[config.mk]
export PLATFORM = sky130hd
export DESIGN_NAME = extclk_freq_meter
export DESIGN_NICKNAME = d
export VERILOG_FILES = /design/src/rtl/extclk_freq_meter.sv
export SDC_FILE = /design/constraint.sdc
export NUM_CORES = 1
export LEC_CHECK = 0
export ABC_AREA = 1
export CAP_MARGIN = 25
export CORE_UTILIZATION = 35
export CTS_CLUSTER_SIZE = 16
export DETAILED_ROUTE_END_ITERATION = 10
export SYNTH_ARGS = -nofsm -noshare
export SYNTH_HDL_FRONTEND = slang
export SYNTH_SLANG_ARGS = --single-unit
[constraint.sdc]
create_clock -name clk -period 3.65 [get_ports clk]
set_clock_uncertainty 0.15 [all_clocks]
set_input_delay 1.095 -clock clk [delete_from_list [all_inputs] [get_ports clk]]
set_output_delay 1.095 -clock clk [all_outputs]
set_load 0.01 [all_outputs]
[src/rtl/extclk_freq_meter.sv]
// extclk_freq_meter
//   Multi-channel edge-counting frequency meter for external clocks. Every
//   channel counts rising edges of its input over a programmable gate window
//   of clk cycles. Windows can run single-shot or back-to-back (continuous),
//   and a counter that fills up saturates and flags overflow for that window.
//
//   Build option: define FREQMETER_SYNC_EN to put a 2-flop synchroniser on
//   each sig_i (for truly asynchronous inputs). Without it, each input gets a
//   single register only (for inputs already synchronous to clk).
//
// Ports
//   clk          system clock, all registers on its rising edge
//   reset        synchronous, active-high
//   sig_i        measured inputs, one per channel
//   gate_len_i   window length in clk cycles (0 = start refused)
//   start_i      level-sampled start request (ignored while measuring)
//   continuous_i restart automatically at the end of each window
//   abort_i      drop the running window, keep the previous results
//   ch_sel_i     readout channel select for freq_o
//   freq_o       registered result of the selected channel (0 if out of range)
//   ovf_o        registered per-channel overflow flags of the last result
//   busy_o       high while a window is running
//   valid_o      one-cycle pulse when new results are latched
//
// State table
//   state   | meaning
//   ST_IDLE | waiting for start_i with a non-zero gate length
//   ST_GATE | window running, edge counters accumulating
module extclk_freq_meter #(
  parameter int NUM_CH     = 4,
  parameter int CNT_WIDTH  = 32,
  parameter int GATE_WIDTH = 26,
  localparam int SEL_WIDTH = (NUM_CH > 1) ? $clog2(NUM_CH) : 1
) (
  input  logic                  clk,
  input  logic                  reset,
  input  logic [NUM_CH-1:0]     sig_i,
  input  logic [GATE_WIDTH-1:0] gate_len_i,
  input  logic                  start_i,
  input  logic                  continuous_i,
  input  logic                  abort_i,
  input  logic [SEL_WIDTH-1:0]  ch_sel_i,
  output logic [CNT_WIDTH-1:0]  freq_o,
  output logic [NUM_CH-1:0]     ovf_o,
  output logic                  busy_o,
  output logic                  valid_o
);

  typedef enum logic {ST_IDLE = 1'b0, ST_GATE = 1'b1} state_t;

  state_t state_q, state_d;

`ifdef FREQMETER_SYNC_EN
  logic [NUM_CH-1:0] meta_q, meta_d;
`endif
  logic [NUM_CH-1:0] sync_q, sync_d;
  logic [NUM_CH-1:0] hist_q, hist_d;

  logic [GATE_WIDTH-1:0] gate_cnt_q, gate_cnt_d;
  logic [CNT_WIDTH-1:0]  cnt_q [NUM_CH];
  logic [CNT_WIDTH-1:0]  cnt_d [NUM_CH];
  logic [NUM_CH-1:0]     run_ovf_q, run_ovf_d;
  logic [CNT_WIDTH-1:0]  result_q [NUM_CH];
  logic [CNT_WIDTH-1:0]  result_d [NUM_CH];
  logic [NUM_CH-1:0]     res_ovf_q, res_ovf_d;
  logic [CNT_WIDTH-1:0]  freq_q, freq_d;
  logic [NUM_CH-1:0]     ovf_q, ovf_d;
  logic                  valid_q, valid_d;

  logic [NUM_CH-1:0]     rise_w;
  logic [NUM_CH-1:0]     sat_hit;
  logic [CNT_WIDTH-1:0]  cnt_inc [NUM_CH];

  logic gate_run;
  logic last_cycle;
  logic reload_ok;
  logic accept;
  logic load;

  // Input path: optional synchroniser, then history register for edge detect.
  always_comb begin
`ifdef FREQMETER_SYNC_EN
    meta_d = sig_i;
    sync_d = meta_q;
`else
    sync_d = sig_i;
`endif
    hist_d = sync_q;
    rise_w = sync_q & ~hist_q;
  end

  assign gate_run   = (state_q == ST_GATE) && !abort_i;
  assign last_cycle = (gate_cnt_q == GATE_WIDTH'(1));
  assign reload_ok  = continuous_i && (gate_len_i != '0);
  assign accept     = (state_q == ST_IDLE) && start_i && (gate_len_i != '0);
  // Load fires on an accepted start and on a continuous reload; the reload
  // cycle still folds its own edge into the result, so no edge is lost.
  assign load       = accept || (gate_run && last_cycle && reload_ok);

  // Per-channel saturating increment; sat_hit marks an edge lost to saturation.
  always_comb begin
    sat_hit = '0;
    cnt_inc = cnt_q;
    for (int ch = 0; ch < NUM_CH; ch++) begin
      if (&cnt_q[ch]) begin
        sat_hit[ch] = rise_w[ch];
      end else begin
        cnt_inc[ch] = cnt_q[ch] + {{(CNT_WIDTH-1){1'b0}}, rise_w[ch]};
      end
    end
  end

  // State register
  always_ff @(posedge clk) begin
    if (reset) begin
      state_q <= ST_IDLE;
    end else begin
      state_q <= state_d;
    end
  end

  // Next-state logic; abort wins over the last-cycle transition.
  always_comb begin
    state_d = state_q;
    case (state_q)
      ST_IDLE: begin
        if (accept) state_d = ST_GATE;
      end
      ST_GATE: begin
        if (abort_i) begin
          state_d = ST_IDLE;
        end else if (last_cycle && !reload_ok) begin
          state_d = ST_IDLE;
        end
      end
      default: state_d = ST_IDLE;
    endcase
  end

  // Datapath next values
  always_comb begin
    gate_cnt_d = gate_cnt_q;
    cnt_d      = cnt_q;
    run_ovf_d  = run_ovf_q;
    result_d   = result_q;
    res_ovf_d  = res_ovf_q;
    valid_d    = 1'b0;

    if (gate_run) begin
      gate_cnt_d = gate_cnt_q - GATE_WIDTH'(1);
      cnt_d      = cnt_inc;
      run_ovf_d  = run_ovf_q | sat_hit;
      if (last_cycle) begin
        result_d  = cnt_inc;
        res_ovf_d = run_ovf_q | sat_hit;
        valid_d   = 1'b1;
      end
    end

    if (load) begin
      gate_cnt_d = gate_len_i;
      cnt_d      = '{default: '0};
      run_ovf_d  = '0;
    end

    // Readout uses the next result so freq_o updates together with valid_o.
    freq_d = '0;
    if (32'(ch_sel_i) < NUM_CH) begin
      freq_d = result_d[ch_sel_i];
    end
    ovf_d = res_ovf_d;
  end

  // Datapath registers
  always_ff @(posedge clk) begin
    if (reset) begin
`ifdef FREQMETER_SYNC_EN
      meta_q <= '0;
`endif
      sync_q     <= '0;
      hist_q     <= '0;
      gate_cnt_q <= '0;
      cnt_q      <= '{default: '0};
      run_ovf_q  <= '0;
      result_q   <= '{default: '0};
      res_ovf_q  <= '0;
      freq_q     <= '0;
      ovf_q      <= '0;
      valid_q    <= 1'b0;
    end else begin
`ifdef FREQMETER_SYNC_EN
      meta_q <= meta_d;
`endif
      sync_q     <= sync_d;
      hist_q     <= hist_d;
      gate_cnt_q <= gate_cnt_d;
      cnt_q      <= cnt_d;
      run_ovf_q  <= run_ovf_d;
      result_q   <= result_d;
      res_ovf_q  <= res_ovf_d;
      freq_q     <= freq_d;
      ovf_q      <= ovf_d;
      valid_q    <= valid_d;
    end
  end

  // Outputs
  always_comb begin
    busy_o  = (state_q == ST_GATE);
    valid_o = valid_q;
    freq_o  = freq_q;
    ovf_o   = ovf_q;
  end

endmodule
After elaboration in Yosys (flattened, before gate mapping)
Cells that the tools add are included.
{"block": "op_classes", "add_sub_neg": 5, "multipliers": 0, "div_mod_pow": 0, "magnitude_cmp": 1, "eq_ne": 1, "shifts": 0, "mux": 20, "n_bitwise": 6, "n_reduce_logical": 19}
{"op": "128-bit two-way mux", "count": 2}
{"op": "32-bit two-way mux", "count": 6}
{"op": "32-bit by 1-bit adder with 32-bit output", "count": 4}
{"op": "32-bit AND reduction", "count": 4}
{"op": "32-bit binary-select mux with 2-bit select", "count": 1}
{"op": "26-bit two-way mux", "count": 2}
{"op": "26-bit by 1-bit equality test with 1-bit output, second input constant", "count": 1}
{"op": "26-bit nonzero test", "count": 1}
{"op": "26-bit by 1-bit subtractor with 26-bit output, second input constant", "count": 1}
{"op": "1-bit two-way mux", "count": 8}
{"op": "1-bit logical AND", "count": 7}
{"op": "4-bit bitwise AND", "count": 1}
{"op": "4-bit NOT", "count": 1}
{"op": "4-bit bitwise OR", "count": 1}
{"op": "2-bit OR reduction", "count": 2}
{"op": "3-bit >= comparator, second input constant", "count": 1}
{"op": "2-bit NOT with 3-bit output", "count": 1}
{"op": "1-bit logical NOT", "count": 2}
{"op": "1-bit NOT", "count": 2}
{"op": "1-bit case mux with 2 select lines", "count": 1}
{"op": "2-bit AND reduction", "count": 1}
{"op": "2-bit nonzero test", "count": 1}
{"op": "1-bit logical OR", "count": 1}
{"block": "totals", "ff_bits": 332, "latch_bits": 0, "mem_bits_rw": 0, "romBits": 0, "out_inout_bits": 38, "memories": 0}

Depth between registers and ports, before layout
{"block": "depth", "word_depth": 9, "mapped_depth": 17, "mapped_depth_nobuf": 17}

Least setup slack after synthesis
No wires, ideal clock.
{"block": "synth_timing", "path_kind": "input -> register", "from": "in abort_i", "to": "reg cnt_q[104] in the netlist's numbering", "arrival_time_ns": 2.306, "required_time_ns": 3.363, "setup_slack_ns": 1.056, "path_stages": 8, "path_buffers": 2, "cell_sequence": "nor2_1 > inv_2 > nor3_4 > nand2_2 > nand3_2 > buf_2 > buf_2 > a211oi_1"}
{"block": "synth_between", "elab_chain_cells": 6}
{"element": "start, declared", "line_no": "41", "source": "input logic abort_i,"}
{"element": "1-bit logical NOT *", "line_no": "92", "source": "assign gate_run = (state_q == ST_GATE) && !abort_i;"}
{"element": "1-bit logical AND *", "line_no": "92"}
{"element": "1-bit logical AND (2 in series)", "line_no": "98", "source": "assign load = accept || (gate_run && last_cycle && reload_ok);"}
{"element": "1-bit logical OR", "line_no": "98"}
{"element": "2-bit OR reduction (no line)"}
{"element": "end signal, assigned", "line_no": "197", "source": "cnt_q <= cnt_d;"}
{"element": "end, declared", "line_no": "60", "source": "logic [CNT_WIDTH-1:0] cnt_q [NUM_CH];"}
Mark *: on every way between the ends. The rest lies on a longest branch, timed or not.
A chain may end at the register's enable or synchronous reset.

Worst setup path in the final report
{"block": "layout_timing", "from": "reg sync_q[1], in the netlist hist_d[1]", "to": "reg freq_q[26], in the netlist freq_o[26]"}
{"block": "layout_between", "elab_chain_cells": 8}
{"element": "start, declared", "line_no": "56", "source": "logic [NUM_CH-1:0] sync_q, sync_d;"}
{"element": "start signal, assigned", "line_no": "194", "source": "sync_q <= sync_d;"}
{"element": "4-bit bitwise AND", "line_no": "89", "source": "rise_w = sync_q & ~hist_q;"}
{"element": "32-bit by 1-bit adder with 32-bit output", "line_no": "108", "source": "cnt_inc[ch] = cnt_q[ch] + {{(CNT_WIDTH-1){1'b0}}, rise_w[ch]};"}
{"element": "32-bit two-way mux", "line_no": "105", "source": "if (&cnt_q[ch]) begin"}
{"element": "128-bit two-way mux", "line_no": "153", "source": "if (last_cycle) begin"}
{"element": "128-bit two-way mux", "line_no": "149", "source": "if (gate_run) begin"}
{"element": "32-bit binary-select mux with 2-bit select", "line_no": "169", "source": "freq_d = result_d[ch_sel_i];"}
{"element": "32-bit two-way mux (not written as such) (2 in series)", "line_no": "169"}
{"element": "end signal, assigned", "line_no": "201", "source": "freq_q <= freq_d;"}
{"element": "end, declared", "line_no": "66", "source": "logic [CNT_WIDTH-1:0] freq_q, freq_d;"}
No other way between the ends. The select of a mux whose other input is x is not followed.

==> metrics.md <==
| Metric | Value |
|---|---|
| Outcome | `completed` |
| Gpl congestion | `0.919` |
| DRC violations left | `0` |
| Fillcell total | `5186` |
| Tot Pwr | `8.86 mW` |
| Crit path buffers/inverters | `2` |
| Chip width | `226 µm` |
| Register bit total from synthesis | `332` |
| Global-route wire length before repair | `92.9 mm` |
| Worst endpoint required time | `3.92 ns` |
| Clk sinks | `332` |
| Detailed-route wire length | `58.9 mm` |
| F_max | `0.310 GHz` |
| Post-CTS Repair Setup Buffers | `0` |
| Most frequent cells in the layout | `nand2_1, nor2_1, dfxtp_1` |
| Initial core utilization | `0.356` |
| Final Setup Violations | `0` |
| Die height | `226 µm` |
| Vias per cell | `5.14` |
| DP Area | `18900 µm²` |
| Final Hold Violating Endpoints | `0` |
| Most common cell after layout, fill and taps aside | `nand2_1` |
| Post-Route Utilization | `0.414` |
| Port Buffers | `74` |
| Critical Path, Cell by Cell | `inv_1 > nor2_1 > ha_1 > ha_1 > inv_1 > nor2_1 > nand2_1 > nor2_1 > nand2_1 > nand2_1 > nand3_1 > nand2_1 > nand3_1 > nand3_1 > a21oi_1` |
| RSZ-0062 raised after global routing | `no` |
| Root Driver | `clkbuf_16` |
| All-Layer GR Usage | `0.233` |
| Slowest cell on crit path | `ha_1` |
| Worst Setup Start Kind | `flip-flop` |
| Register area share after synthesis | `0.380` |
| Hold Crit Endpoint | `hist_q[1]` |
| Max-slew headroom | `0.458` |
| CTS tree | `built` |
| Arr. time, crit path | `3.49 ns` |
| Hold path depth | `2` |
| Sum Neg Setup Slack | `0 ns` |
| CP Max Fanout | `6` |
| Worst R2R End | `freq_o[26]` |
| Power Dens Cells | `436 nW/µm²` |
| Predominant post-synthesis flop cell | `dfxtp_1` |
| Clk pin slew, worst setup/hold paths | `0.06 ns` |
| Reg2reg setup slack | `0.42 ns` |
| Fin crit share | `0.884` |
| Post-DR wirelength/cell | `16.9 µm` |
| GR Overflow Total | `0` |
| Worst Reg-to-Reg Cells | `15` |
| Avg Synthesized Cell Area | `6.32 µm²` |
| Cells after synthesis | `2771` |
| Total CTS buffers | `41` |
| Via count | `17900` |
| Vias in the first global route | `16700` |
| Syn Std Cell Area | `17500 µm²` |
| Unique masters post-synth | `33` |
| NumNets Final | `2839` |
| Ys Warns | `0` |
| R2R Path Start | `hist_d[1]` |
| Cell Rows | `81` |
| DRT iter0 DRCs | `1748` |
| Post-route ant nets | `0` |
| WS Path Type | `flip-flop to flip-flop` |
| Critical path's top delay family | `simple AND/OR/NAND/NOR gates` |
| Max Cap Violations | `0` |
| I/O pin count | `75` |
| CTS H-tree lvls | `2` |
| Antenna cells | `0` |
| Share of cells above drive strength 1 | `0.0429` |
| Final Hold Slack | `0.281 ns` |
| Min cycle time layout | `3.23 ns` |
| Maximum VDD drop | `0.289 mV` |
| Die area | `50900 µm²` |
| Drt first pass iters | `5` |
| Cts-stage hold buffer count | `0` |
| Worst-Skew Late Latency | `0.56 ns` |
| Post-synthesis async set-or-reset flop share | `0` |
| Design area | `20300 µm²` |
| Post-DP HPWL | `42.0 mm` |
| Clk buf depth | `3` |
| Core Box Area | `49200 µm²` |
| CP Capture Type | `flip-flop` |
| Post-cts sizing count | `0` |
| Multi-input gate area | `9550 µm²` |
| Reg area | `6650 µm²` |
| Worst-margin pin slew | `0.812 ns` |
| Worst min path class | `flip-flop to flip-flop` |
| Max Slew Vio Count | `0` |
| Largest net degree at the start of global routing | `170` |
| Layout Area Growth over Synthesis | `16.2%` |
| Post-Syn Nets | `2818` |
| Hold Crit Start | `hist_d[1]` |
| Worst path max stage delay | `0.36 ns` |
| Leakage power figure | `7.68 nW` |
| Post-synth EDFFs | `0` |
| Cell repeated most along the worst path | `nand2_1` |
| Initial antenna violation count | `0` |
==> worst max-delay path by stage <==
stage	startpoint	end	slack, ns	depth (start not counted)
after floorplan	abort_i	cnt_q[104]	1.06	8
after global placement	abort_i	gate_cnt_q[21]	0.13	8
after detailed placement	abort_i	gate_cnt_q[12]	0.13	8
after CTS	hist_d[1]	freq_o[26]	0.40	15
after global routing	hist_d[1]	freq_o[26]	0.07	15
final	hist_d[1]	freq_o[26]	0.42	15
==> final cells by class <==
cell class | instances | area share
Tap cell | 664 | 0.0409
Multi-Input combinational cell | 2103 | 0.470
Sequential cell | 332 | 0.327
Timing Repair Buffer | 104 | 0.0541
Inverter | 210 | 0.0389
Clock buffer | 57 | 0.0574
Clock inverter | 15 | 0.0122
==> synth_stat cells, types with 10 or more instances <==
master,count,share of area
nand2_1,875,0.19
nor2_1,461,0.099
ha_1,10,0.0071
dfxtp_1,332,0.38
nand3b_1,27,0.012
xor2_1,33,0.017
buf_2,34,0.0097
a21oi_1,152,0.043
xnor2_1,17,0.0085
nand3_1,323,0.092
o21ai_0,62,0.018
clkbuf_1,68,0.015
a211oi_1,92,0.039
buf_1,16,0.0034
inv_1,202,0.043
o211ai_1,10,0.0043
==> stage by stage <==
stage / setup slack (ns) / instances
4_1_cts: 0.399 / 3485
2_1_floorplan: 1.06 / 2771
3_5_place_dp: 0.133 / 3413
3_3_place_gp: 0.128 / 3413
5_1_grt: 0.0661 / 3485
6_report: 0.423 / 3485
==> worst register-to-register path, stage by stage (launching register included) <==
cell	delay [ns]
dfxtp_1	0.30
inv_1	0.04
nor2_1	0.18
ha_1	0.36
ha_1	0.32
inv_1	0.06
nor2_1	0.26
nand2_1	0.22
nor2_1	0.32
nand2_1	0.09
nand2_1	0.06
nand3_1	0.21
nand2_1	0.18
nand3_1	0.08
nand3_1	0.16
a21oi_1	0.09
==> per-layer routing <==
| layer | up-vias | GRT usage | routed length [µm] |
|---|---|---|---|
| met4 | 0 | 0.0926 | 2300 |
| met3 | 95 | 0.0330 | 3310 |
| li1 | 8967 | - | - |
| met1 | 8375 | 0.325 | 27900 |
| met2 | 477 | 0.360 | 25400 |
| met5 | - | 0 | 0 |
==> sequential cells by signal, indices dropped and copies added, names as in the netlist <==
signal / cells
cnt_q: 128
result_q: 128
freq_o: 32
gate_cnt_q: 26
hist_d: 4
hist_q: 4
ovf_o: 4
run_ovf_q: 4
busy_o: 1
valid_o: 1
==> power breakdown <==
| part | internal [mW] | switching (mW) |
|---|---|---|
| combinational | 0.267 | 0.493 |
| sequential | 3.70 | 0.0764 |
| clock | 2.66 | 1.66 |
==> cell families (layout without fill, tap and decap cells) <==
kind of cell	after synthesis	after routing	synth area share
AND/OR/NAND/NOR	1714	1714	0.402
buffers and inverters	336	386	0.0762
flip-flops	332	332	0.380
AO/OA/AOI/OAI	329	329	0.110
XOR/XNOR	50	50	0.0250
adder cells (fa/ha/maj)	10	10	0.00715
(Power assumes the default switching activity.)
